### src/rtl/csr_pkg.sv
// csr_pkg: shared definitions for the machine-mode CSR responder.
//   - CSR address map
//   - read/write response codes
//   - mstatus field positions and write masks
//   - write-channel FSM state type
//   - write-response classification helper
package csr_pkg;

    // CSR address map
    localparam logic [11:0] CSR_MSTATUS   = 12'h300;
    localparam logic [11:0] CSR_MISA      = 12'h301;
    localparam logic [11:0] CSR_MIE       = 12'h304;
    localparam logic [11:0] CSR_MTVEC     = 12'h305;
    localparam logic [11:0] CSR_MSCRATCH  = 12'h340;
    localparam logic [11:0] CSR_MEPC      = 12'h341;
    localparam logic [11:0] CSR_MCAUSE    = 12'h342;
    localparam logic [11:0] CSR_MTVAL     = 12'h343;
    localparam logic [11:0] CSR_MCYCLE    = 12'hB00;
    localparam logic [11:0] CSR_MINSTRET  = 12'hB02;
    localparam logic [11:0] CSR_MCYCLEH   = 12'hB80;
    localparam logic [11:0] CSR_MINSTRETH = 12'hB82;
    localparam logic [11:0] CSR_CYCLE     = 12'hC00;
    localparam logic [11:0] CSR_INSTRET   = 12'hC02;
    localparam logic [11:0] CSR_CYCLEH    = 12'hC80;
    localparam logic [11:0] CSR_INSTRETH  = 12'hC82;
    localparam logic [11:0] CSR_MVENDORID = 12'hF11;
    localparam logic [11:0] CSR_MARCHID   = 12'hF12;
    localparam logic [11:0] CSR_MIMPID    = 12'hF13;
    localparam logic [11:0] CSR_MHARTID   = 12'hF14;

    // Response codes
    localparam logic [1:0] RRESP_OKAY   = 2'b00;
    localparam logic [1:0] RRESP_SLVERR = 2'b10;
    localparam logic [2:0] BRESP_OKAY   = 3'b000;
    localparam logic [2:0] BRESP_UNIMPL = 3'b010;
    localparam logic [2:0] BRESP_RO     = 3'b011;

    // mstatus fields; MPP is hardwired to M-mode
    localparam int          MSTATUS_MIE_BIT  = 3;
    localparam int          MSTATUS_MPIE_BIT = 7;
    localparam logic [31:0] MSTATUS_MPP_M    = 32'h0000_1800;

    // Writable bit masks
    localparam logic [31:0] MIE_WMASK   = 32'h0000_0888;
    localparam logic [31:0] MTVEC_WMASK = 32'hFFFF_FFFD;
    localparam logic [31:0] MEPC_WMASK  = 32'hFFFF_FFFC;

    typedef enum logic {
        W_IDLE = 1'b0,
        W_RESP = 1'b1
    } wstate_e;

    // Classifies a write address. Read-only space (addr[11:10]==11) and misa
    // take precedence over the unimplemented check.
    function automatic logic [2:0] csr_wr_resp(input logic [11:0] addr);
        logic [2:0] resp;
        if (addr[11:10] == 2'b11 || addr == CSR_MISA) begin
            resp = BRESP_RO;
        end else begin
            case (addr)
                CSR_MSTATUS, CSR_MIE, CSR_MTVEC, CSR_MSCRATCH, CSR_MEPC,
                CSR_MCAUSE, CSR_MTVAL, CSR_MCYCLE, CSR_MCYCLEH,
                CSR_MINSTRET, CSR_MINSTRETH: resp = BRESP_OKAY;
                default:                     resp = BRESP_UNIMPL;
            endcase
        end
        return resp;
    endfunction

endpackage

### src/rtl/csr_counter64.sv
// csr_counter64: 64-bit wrapping counter with independently writable halves.
// Ports:
//   clk, reset  - clock, synchronous active-high reset (clears to 0)
//   inc_i       - increment request for this cycle
//   we_lo_i     - replace bits [31:0] with wdata_i (suppresses increment)
//   we_hi_i     - replace bits [63:32] with wdata_i (suppresses increment)
//   wdata_i     - write data for either half
//   value_o     - current counter value
module csr_counter64 (
    input  logic        clk,
    input  logic        reset,
    input  logic        inc_i,
    input  logic        we_lo_i,
    input  logic        we_hi_i,
    input  logic [31:0] wdata_i,
    output logic [63:0] value_o
);

    logic [63:0] cnt_q, cnt_d;

    // A half-write leaves the other half untouched: no carry is propagated.
    always_comb begin
        cnt_d = cnt_q;
        if (we_lo_i) begin
            cnt_d[31:0] = wdata_i;
        end else if (we_hi_i) begin
            cnt_d[63:32] = wdata_i;
        end else if (inc_i) begin
            cnt_d = cnt_q + 64'd1;
        end
    end

    always_ff @(posedge clk) begin
        if (reset) begin
            cnt_q <= '0;
        end else begin
            cnt_q <= cnt_d;
        end
    end

    assign value_o = cnt_q;

endmodule

### src/rtl/csr_file.sv
// csr_file: machine-mode CSR responder on the pipeline's CSR read/write bus.
// Ports:
//   clk, reset          - clock, synchronous active-high reset
//   csrbus_ar*/r*       - read request (always accepted) and 1-cycle response
//   csrbus_w*/b*        - write request/accept and held write response
//   retire              - one pulse per committed instruction (minstret)
//   trap_*              - trap capture side-port from commit
module csr_file
    import csr_pkg::*;
#(
    parameter logic [31:0] HART_ID    = 32'd0,
    parameter logic [31:0] MISA_VALUE = 32'h4000_0100,
    parameter logic [31:0] MVENDORID  = 32'd0,
    parameter logic [31:0] MARCHID    = 32'd0,
    parameter logic [31:0] MIMPID     = 32'd0
) (
    input  logic        clk,
    input  logic        reset,
    input  logic [11:0] csrbus_araddr,
    input  logic        csrbus_arvalid,
    output logic [31:0] csrbus_rdata,
    output logic [1:0]  csrbus_rresp,
    output logic        csrbus_rvalid,
    input  logic [11:0] csrbus_waddr,
    input  logic [31:0] csrbus_wdata,
    input  logic        csrbus_wvalid,
    output logic        csrbus_wready,
    output logic [2:0]  csrbus_bresp,
    output logic        csrbus_bvalid,
    input  logic        csrbus_bready,
    input  logic        retire,
    input  logic        trap_valid,
    input  logic [5:0]  trap_cause,
    input  logic [31:0] trap_val,
    input  logic [31:0] trap_pc
);

    wstate_e     state_q, state_d;
    logic [2:0]  bresp_q;
    logic        rvalid_q;
    logic [31:0] rdata_q, rdata_d;
    logic [1:0]  rresp_q, rresp_d;

    logic        mst_mie_q, mst_mie_d, mst_mpie_q, mst_mpie_d;
    logic [31:0] mie_csr_q, mie_csr_d, mtvec_q, mtvec_d, mscratch_q, mscratch_d;
    logic [31:0] mepc_q, mepc_d, mcause_q, mcause_d, mtval_q, mtval_d;
    logic [31:0] mstatus_val;
    logic [63:0] mcycle, minstret;

    logic        wr_fire, wr_ok;
    logic [2:0]  wr_resp;

    assign wr_fire = csrbus_wvalid && csrbus_wready;
    assign wr_resp = csr_wr_resp(csrbus_waddr);
    assign wr_ok   = wr_fire && (wr_resp == BRESP_OKAY);

    always_comb begin
        mstatus_val                   = MSTATUS_MPP_M;
        mstatus_val[MSTATUS_MIE_BIT]  = mst_mie_q;
        mstatus_val[MSTATUS_MPIE_BIT] = mst_mpie_q;
    end

    // ---------------- write FSM ----------------
    always_ff @(posedge clk) begin
        if (reset) begin
            state_q <= W_IDLE;
            bresp_q <= BRESP_OKAY;
        end else begin
            state_q <= state_d;
            if (wr_fire) begin
                bresp_q <= wr_resp;
            end
        end
    end

    always_comb begin
        state_d = state_q;
        case (state_q)
            W_IDLE:  if (csrbus_wvalid) state_d = W_RESP;
            W_RESP:  if (csrbus_bready) state_d = W_IDLE;
            default: state_d = W_IDLE;
        endcase
    end

    always_comb begin
        csrbus_wready = (state_q == W_IDLE);
        csrbus_bvalid = (state_q == W_RESP);
        csrbus_bresp  = bresp_q;
    end

    // ---------------- CSR state update ----------------
    // Trap capture is applied after the bus write so it overrides it.
    always_comb begin
        mst_mie_d  = mst_mie_q;
        mst_mpie_d = mst_mpie_q;
        mie_csr_d  = mie_csr_q;
        mtvec_d    = mtvec_q;
        mscratch_d = mscratch_q;
        mepc_d     = mepc_q;
        mcause_d   = mcause_q;
        mtval_d    = mtval_q;
        if (wr_ok) begin
            case (csrbus_waddr)
                CSR_MSTATUS: begin
                    mst_mie_d  = csrbus_wdata[MSTATUS_MIE_BIT];
                    mst_mpie_d = csrbus_wdata[MSTATUS_MPIE_BIT];
                end
                CSR_MIE:      mie_csr_d  = csrbus_wdata & MIE_WMASK;
                CSR_MTVEC:    mtvec_d    = csrbus_wdata & MTVEC_WMASK;
                CSR_MSCRATCH: mscratch_d = csrbus_wdata;
                CSR_MEPC:     mepc_d     = csrbus_wdata & MEPC_WMASK;
                CSR_MCAUSE:   mcause_d   = csrbus_wdata;
                CSR_MTVAL:    mtval_d    = csrbus_wdata;
                default: ;
            endcase
        end
        if (trap_valid) begin
            mepc_d     = trap_pc & MEPC_WMASK;
            mcause_d   = {trap_cause[5], 25'b0, trap_cause};
            mtval_d    = trap_val;
            mst_mpie_d = mst_mie_q;
            mst_mie_d  = 1'b0;
        end
    end

    always_ff @(posedge clk) begin
        if (reset) begin
            mst_mie_q  <= 1'b0;
            mst_mpie_q <= 1'b0;
            mie_csr_q  <= '0;
            mtvec_q    <= '0;
            mscratch_q <= '0;
            mepc_q     <= '0;
            mcause_q   <= '0;
            mtval_q    <= '0;
        end else begin
            mst_mie_q  <= mst_mie_d;
            mst_mpie_q <= mst_mpie_d;
            mie_csr_q  <= mie_csr_d;
            mtvec_q    <= mtvec_d;
            mscratch_q <= mscratch_d;
            mepc_q     <= mepc_d;
            mcause_q   <= mcause_d;
            mtval_q    <= mtval_d;
        end
    end

    csr_counter64 u_mcycle (
        .clk     (clk),
        .reset   (reset),
        .inc_i   (1'b1),
        .we_lo_i (wr_ok && csrbus_waddr == CSR_MCYCLE),
        .we_hi_i (wr_ok && csrbus_waddr == CSR_MCYCLEH),
        .wdata_i (csrbus_wdata),
        .value_o (mcycle)
    );

    csr_counter64 u_minstret (
        .clk     (clk),
        .reset   (reset),
        .inc_i   (retire),
        .we_lo_i (wr_ok && csrbus_waddr == CSR_MINSTRET),
        .we_hi_i (wr_ok && csrbus_waddr == CSR_MINSTRETH),
        .wdata_i (csrbus_wdata),
        .value_o (minstret)
    );

    // ---------------- read path ----------------
    // Data is taken from the registered state, so a same-cycle write is not visible.
    always_comb begin
        rdata_d = '0;
        rresp_d = RRESP_OKAY;
        case (csrbus_araddr)
            CSR_MSTATUS:                 rdata_d = mstatus_val;
            CSR_MISA:                    rdata_d = MISA_VALUE;
            CSR_MIE:                     rdata_d = mie_csr_q;
            CSR_MTVEC:                   rdata_d = mtvec_q;
            CSR_MSCRATCH:                rdata_d = mscratch_q;
            CSR_MEPC:                    rdata_d = mepc_q;
            CSR_MCAUSE:                  rdata_d = mcause_q;
            CSR_MTVAL:                   rdata_d = mtval_q;
            CSR_MCYCLE, CSR_CYCLE:       rdata_d = mcycle[31:0];
            CSR_MCYCLEH, CSR_CYCLEH:     rdata_d = mcycle[63:32];
            CSR_MINSTRET, CSR_INSTRET:   rdata_d = minstret[31:0];
            CSR_MINSTRETH, CSR_INSTRETH: rdata_d = minstret[63:32];
            CSR_MVENDORID:               rdata_d = MVENDORID;
            CSR_MARCHID:                 rdata_d = MARCHID;
            CSR_MIMPID:                  rdata_d = MIMPID;
            CSR_MHARTID:                 rdata_d = HART_ID;
            default:                     rresp_d = RRESP_SLVERR;
        endcase
    end

    always_ff @(posedge clk) begin
        if (reset) begin
            rvalid_q <= 1'b0;
            rdata_q  <= '0;
            rresp_q  <= RRESP_OKAY;
        end else begin
            rvalid_q <= csrbus_arvalid;
            if (csrbus_arvalid) begin
                rdata_q <= rdata_d;
                rresp_q <= rresp_d;
            end
        end
    end

    assign csrbus_rvalid = rvalid_q;
    assign csrbus_rdata  = rdata_q;
    assign csrbus_rresp  = rresp_q;

endmodule
### config.mk
export PLATFORM = sky130hd
export DESIGN_NAME = csr_file
export DESIGN_NICKNAME = d
export VERILOG_FILES = /design/src/rtl/csr_pkg.sv /design/src/rtl/csr_counter64.sv /design/src/rtl/csr_file.sv
export SDC_FILE = /design/constraint.sdc
export NUM_CORES = 1
export LEC_CHECK = 0
export CELL_PAD_IN_SITES_DETAIL_PLACEMENT = 1
export CELL_PAD_IN_SITES_GLOBAL_PLACEMENT = 1
export CORE_UTILIZATION = 43
export DETAILED_ROUTE_END_ITERATION = 8
export HOLD_SLACK_MARGIN = 0.1
export PLACE_DENSITY_LB_ADDON = 0.1
export RECOVER_POWER = 100
export SLEW_MARGIN = 30
export SYNTH_ARGS = -nofsm -noshare
export SYNTH_HDL_FRONTEND = slang
export SYNTH_SLANG_ARGS = --single-unit
### constraint.sdc
create_clock -name clk -period 3.8 [get_ports clk]
set_clock_uncertainty 0.2 [all_clocks]
set_input_delay 1.14 -clock clk [delete_from_list [all_inputs] [get_ports clk]]
set_output_delay 1.14 -clock clk [all_outputs]
set_load 0.05 [all_outputs]
==> results of run 1 <==
==> kinds of logic after synthesis <==
kind of cell / count (synthesis)
compound gates: 574
buf+inv: 230
other cells: 1
mux: 126
simple gates: 807
xor+xnor: 55
fa+ha+maj: 2
flops: 327
==> registers in the layout, indices dropped and copies added, names as in the netlist, 2 cells and up <==
signal / cells
csrbus_bresp: 2
csrbus_rdata: 32
mcause_q: 32
mepc_q: 30
mie_csr_q: 3
mscratch_q: 32
mtval_q: 32
mtvec_q: 31
u_mcycle.value_o: 64
u_minstret.value_o: 64
==> how the worst max path moves through the flow <==
stage	startpoint	end	slack, ns
after floorplan	csrbus_waddr[5]	u_minstret.value_o[42]$_SDFFE_PP0P_	0.52
after global placement	csrbus_waddr[10]	u_minstret.value_o[46]$_SDFFE_PP0P_	-0.002
after detailed placement	csrbus_waddr[10]	u_minstret.value_o[46]$_SDFFE_PP0P_	-0.07
after CTS	csrbus_waddr[10]	u_minstret.value_o[46]$_SDFFE_PP0P_	0.52
after global routing	csrbus_waddr[10]	mtval_q[8]$_SDFFE_PP0P_	0.18
final	csrbus_wvalid	u_minstret.value_o[30]$_SDFFE_PP0P_	0.28
==> power by group <==
| part | switching, µW | internal (µW) |
|---|---|---|
| sequential | 43.7 | 3490 |
| combinational | 366 | 242 |
| clock | 1610 | 2190 |
==> cell usage after synthesis (31+ instances only) <==
master and n:
dfxtp_1 327, clkbuf_1 187, a221oi_1 32, a22oi_1 53, nor3_1 53, and3_1 31, xnor2_1 35, nand3_1 56
nand4_1 44, a211oi_1 134, mux2i_1 109, nand2_1 305, a21oi_1 138, nor2_1 184, a31oi_1 31
==> metrics by stage <==
step | util | worst slack [ns]
CTS | 0.543 | 0.518
finish | 0.541 | 0.285
global route | 0.541 | 0.179
floorplan | - | 0.519
detailed placement | 0.511 | -0.0657
global placement | 0.511 | -0.00151
==> layout make-up <==
cell class                 instances  area [µm²]  area share
clock inverter                    12        97.6     0.00464
multi-input combinational       1566        9690       0.460
antenna                            1        2.50    0.000119
tap                              518         648      0.0308
inverter                          29         111     0.00529
sequential                       327        6550       0.311
timing repair buffer             294        2790       0.132
clock buffer                      59        1160      0.0553
==> worst register-to-register path: cells and delay by family, from the launching register on <==
family	cells	cell delay [ns]
flops	1	0.52
compound gates	1	0.31
buf+inv	1	0.25
simple gates	5	1.72
==> placed cells by master, fill, tap and decap left out, drive strengths merged, types with 53 or more instances in the layout <==
cell and n:
a21oi 138, a211oi 134, clkbuf 76, mux2i 109, nor2 184, buf 112, nor3 54, a22oi 53
nand2 305, nand3 56, clkdlybuf4s50 125, dfxtp 327
==> routing by layer <==
metal / up-vias / share of wire / global-route usage
li1: 8117 / - / -
met1: 9090 / 0.43 / 0.475
met2: 819 / 0.45 / 0.576
met3: 169 / 0.091 / 0.0763
met4: 2 / 0.031 / 0.119
met5: - / 0.00012 / 0
==> run metrics, run 1 <==
status complete, no violations; Setup TNS 0 ns; CP max stage delay 0.54 ns; Pwr Total 7940 µW; R2R depth 7; Critical Path Stages 9; Post-DP Area 19,900 µm²; CP arrival 3.78 ns; share of cells above drive strength 1 0.0927; final setup vio count 0; Max Clk Rate 284 MHz; post-synthesis sequential area ratio 0.383; Slew @ Worst Pin 1.08 ns; critical path's most frequent cell nor3_1; Die Y-Extent 201 µm; I/O pin count 173; HP Start mcause_q[18]$_SDFFE_PP0P_; endpoint type of the worst setup path register; Post-synth EDFFs 0; num rows 72; max_cap viols 0; hold_buf cts 0; global-route congestion overflow total 0; Post-synth top flop dfxtp_1; final hold slack 0.250 ns; crit path max fanout 16; Hold Path Stages 2; CP max stage cell dlygate4sd3_1; Buffers & Inverters on Critical Path 3; first-pass GRT wire length 112,000 µm; CTS sink cnt 327; CP Data Required Time 4.06 ns; Yosys cell types 76; CP Class in -> reg; Hold Path Sink mcause_q[18]$_SDFFE_PP0P_; placed cell count 2,734; vias in the first global route 18,612; Syn Area/Cell 8.05 µm²; post-CTS setup repair buffer count 0; Area growth syn-to-layout 23.3%; Synth Area in Adders 0.00147; Synth Instances 2,122; type of origin of the critical path input pin; Total Wirelength 73,700 µm; Cell Area, Synth 17,100 µm²; leakage power 0.00681 µW; antenna violations before repair 2; Reg-to-Reg End u_minstret.value_o[58]$_SDFFE_PP0P_; Initial Util 0.439; final number of hold-violating endpoints 0; cell chain of the critical path dlygate4sd3_1, nor2b_1, nand3_1, clkbuf_1, nor3_1, buf_12, nor3_1, xnor2_1, a211oi_1; Final Instance Area 21,000 µm²; # port buffers 168; Nets 2,393; H-tree Lvls 2; R2R Path Start u_minstret.value_o[41]$_SDFFE_PP0P_; simple-gate share of the synthesized area 0.226; VDD IR max 0.307 mV; die area 40,500 µm²; gpl congestion 0.938; clk root buf clkbuf_16; clock-pin slew on the worst setup and hold paths 0.05 ns; Final Non-Filler Cells 2,806; Hold Path Class reg -> reg; Yosys reg bits 327; mux contribution to synthesized area 0.0751; largest net degree at the start of global routing 198; post-synth top area share 0.383; post-synthesis xor/xnor area fraction 0.0282; fin crit share 0.925; DR vias/cell 6.49; Synth Area in Compound Gates 0.234; largest family of logic cells by synthesized area compound AO/OA/AOI/OAI gates; max-slew violations 0; CTS buffer count 40; # DRC 0; antenna viol nets, final 0; Skew-Pair Late Insertion Delay 0.58 ns; Avg WL per Cell 26.3 µm; number of synthesis warnings 0; final HPWL from detailed placement 52,000 µm; cts repair resizes 0; top cells by area, synth dfxtp_1, nand2_1, mux2i_1; Rel. slew slack 0.277; Synth area leader dfxtp_1; min Tclk post-route 3.52 ns; core area 38,900 µm²; RSZ-0062 raised after global routing false; Via Count 18,197; Synth async-reset ratio 0; 1st-pass router iterations 7; Iter 0 DRT Violations 1,539; overall fraction of global-route tracks in use 0.358; reg2reg setup slack 0.67 ns; TritonCTS clock tree built; Die X 201 µm; CP delay by family, top simple AND/OR/NAND/NOR gates; P per Cell Area 377 nW/µm²; maximum buffer depth of the clock tree 3; Filler Cell Count 4,581
Power figures use the tool's default switching activity.
==> run 2: changes to the inputs <==
Settings changed: GPL_TIMING_DRIVEN from default to 0.
==> run 2 against run 1 <==
The run now ends with setup timing left. Routed wire length is 19% higher. Largest power group unchanged. First-iteration DRC count rose by 47%. Clock-buffer cell count is 4 higher. Critical path depth unchanged. Utilization is 0.90 points lower. Non-clock buffer count increased by 55. Total power grew 3.5%. Final area shrank 1.7%. Global-route usage up 6.9 points.
==> run metrics, run 2 (synthesized netlist as in run 1, its figures left out) <==
first-pass GRT wire length 128,000 µm (+15%); sw power 2130 µW (+5.2%); TritonCTS clock tree built; RSZ-0062 raised after global routing true; Rel. slew slack 0.148 (-0.129); vias in the first global route 19,150 (+2.9%); Via Count 19,175 (+5.4%); Total Wirelength 88,000 µm (+19%); commonest non-fill, non-tap cell in the layout dfxtp_1; Max Clk Rate 260 MHz (-8.5%); CTS buffer count 39 (-2.5%); crit path to csrbus_rdata[0]$_SDFFE_PP0P_; R2R depth 9 (+2); Die Y-Extent 201 µm (unchanged); max-slew violations 0 (unchanged); share of cells above drive strength 1 0.0714 (-0.0213); final number of hold-violating endpoints 0 (unchanged); combinational power share 0.080 (+0.003); final setup vio count 3 (+3); CP Class in -> reg; endpoint type of the worst setup path register; largest net degree at the start of global routing 13 (-93%); leakage power 0.00660 µW (-3.1%); CP Data Required Time 4.06 ns (about the same); Post-DP Area 19,100 µm² (-3.7%); CTS sink cnt 327 (unchanged); Area growth syn-to-layout 21.2%; Final Core Density 0.532 (-0.00900); Skew-Pair Late Insertion Delay 0.57 ns (about the same); clock-pin slew on the worst setup and hold paths 0.06 ns (about the same); final HPWL from detailed placement 64,900 µm (+25%); # DRC 0 (unchanged); max_cap viols 0 (unchanged); most frequent cells in the layout dfxtp_1, nand2_1, nor2_1; Clock power frac 0.490 (+0.011); P per Cell Area 397 nW/µm² (+5.2%); final hold slack 0.254 ns (+0.00402 ns); Int Power 6090 µW (+2.9%); Multi-input gate area 9760 µm² (+0.74%); DR vias/cell 6.70 (+3.3%); maximum buffer depth of the clock tree 3 (unchanged); antenna violations before repair 3 (+1); Nets 2,447 (+2.3%); Slew @ Worst Pin 1.28 ns (+0.194 ns); Final Instance Area 20,700 µm² (-1.7%); crit path max fanout 10 (-6); CP arrival 4.11 ns (+0.33 ns); I/O pin count 173 (unchanged); type of origin of the critical path input pin; clk root buf clkbuf_16; Iter 0 DRT Violations 2,265 (+47%); Hold Path Stages 2 (unchanged); Hold Path Class reg -> reg; reg2reg setup slack 0.30 ns (-0.37 ns); Initial Util 0.439 (unchanged); VDD IR max 0.357 mV (+16%); 1st-pass router iterations 8 (+1); min Tclk post-route 3.84 ns (+0.328 ns); Reg area 6550 µm² (unchanged); global-route congestion overflow total 0 (unchanged); fin crit share 1.01 (+0.0864); crit path from csrbus_araddr[3]; overall fraction of global-route tracks in use 0.427 (+0.0687); sequential fraction of design power 0.430 (-0.015); num rows 72 (unchanged); # port buffers 136 (-19%); CP max stage delay 0.73 ns (+0.19 ns); failing checks setup timing; CP max stage cell clkdlybuf4s50_1; H-tree Lvls 2 (unchanged); Filler Cell Count 4,683 (+2.2%); antenna viol nets, final 0 (unchanged); status finished with violations; final worst-path setup slack -0.0435 ns (-0.328 ns); gpl congestion 1.01 (+7.2%); pre-CTS WS -1.51 ns (-1.45 ns); placed cell count 2,778 (+1.6%); Sw Share 0.259 (+0.00411); R2R Path Start u_mcycle.value_o[0]$_SDFFE_PP0P_; Final Non-Filler Cells 2,861 (+2.0%); core area 38,900 µm² (unchanged); cell chain of the critical path clkdlybuf4s50_1, or3_1, clkbuf_1, or3_1, clkbuf_1, clkbuf_2, a2bb2oi_1, a31oi_1, a21o_1; die area 40,500 µm² (unchanged); Die X 201 µm (unchanged); hold_buf cts 0 (unchanged); Reg-to-Reg End u_mcycle.value_o[40]$_SDFFE_PP0N_; Avg WL per Cell 30.7 µm (+17%)
## run 2: cell count changes in the layout (fill, tap and decap cells not counted), moves of 3 or more
cell | before | now
clkinv_2 | 7 | 2
clkdlybuf4s50_1 | 125 | 97
nor4_1 | 21 | 18
buf_12 | 18 | 0
clkbuf_1 | 23 | 154
clkbuf_2 | 4 | 50
clkbuf_8 | 8 | 12
buf_4 | 91 | 11
## run 2: how the worst min path moves through the flow
stage                                            from                           to
after CTS                    mcause_q[7]$_SDFFE_PP0P_     mcause_q[7]$_SDFFE_PP0P_
after global routing        mcause_q[30]$_SDFFE_PP0P_    mcause_q[30]$_SDFFE_PP0P_
after detailed placement     mcause_q[7]$_SDFFE_PP0P_     mcause_q[7]$_SDFFE_PP0P_
after global placement    mscratch_q[31]$_SDFFE_PP0P_  mscratch_q[31]$_SDFFE_PP0P_
final                        mcause_q[6]$_SDFFE_PP0P_     mcause_q[6]$_SDFFE_PP0P_
after floorplan             mcause_q[12]$_SDFFE_PP0P_    mcause_q[12]$_SDFFE_PP0P_
## run 2: power groups by stage
stage	clock network, µW	registers, µW	logic (µW)
after detailed placement	0	3610	624
final	4030	3530	658
after global placement	0	3610	608
after CTS	4010	3530	632
after global routing	4130	3540	676
after floorplan	0	3600	271
## run 2: what timing repair did
action                     CTS  global route
pin swaps                    2             3
setup endpoints to repair  173           143
resized for setup           36            32
setup buffers                4             5
## run 2: through the flow
stage	TNS, ns	total power [µW]
3_3_place_gp	-220.20	4210
6_report	-0.105	8220
3_5_place_dp	-197.56	4230
4_1_cts	-0.0103	8170
5_1_grt	-0.0248	8350
2_1_floorplan	0	3870
## run 2: area by class of cell
class / instances / share of cell area
Clock buffer: 63 / 0.0589
Sequential cell: 327 / 0.316
Timing Repair Buffer: 149 / 0.0708
Multi-Input combinational cell: 1566 / 0.472
Antenna cell: 3 / 0.000363
Clock inverter: 6 / 0.00520
Inverter: 29 / 0.00526
Tap cell: 518 / 0.0313
Buffer: 200 / 0.0403
## run 2: metal layers
| layer | part of all wire | track usage |
|---|---|---|
| met1 | 0.40 | 0.553 |
| met2 | 0.43 | 0.648 |
| met3 | 0.10 | 0.0970 |
| met4 | 0.064 | 0.253 |
| met5 | 0.00025 | 0 |
## run 2: critical path: cells and delay by family
kind	cells	cell delay [ns]
buf+inv	4	1.94
simple gates	2	0.32
compound gates	3	0.71
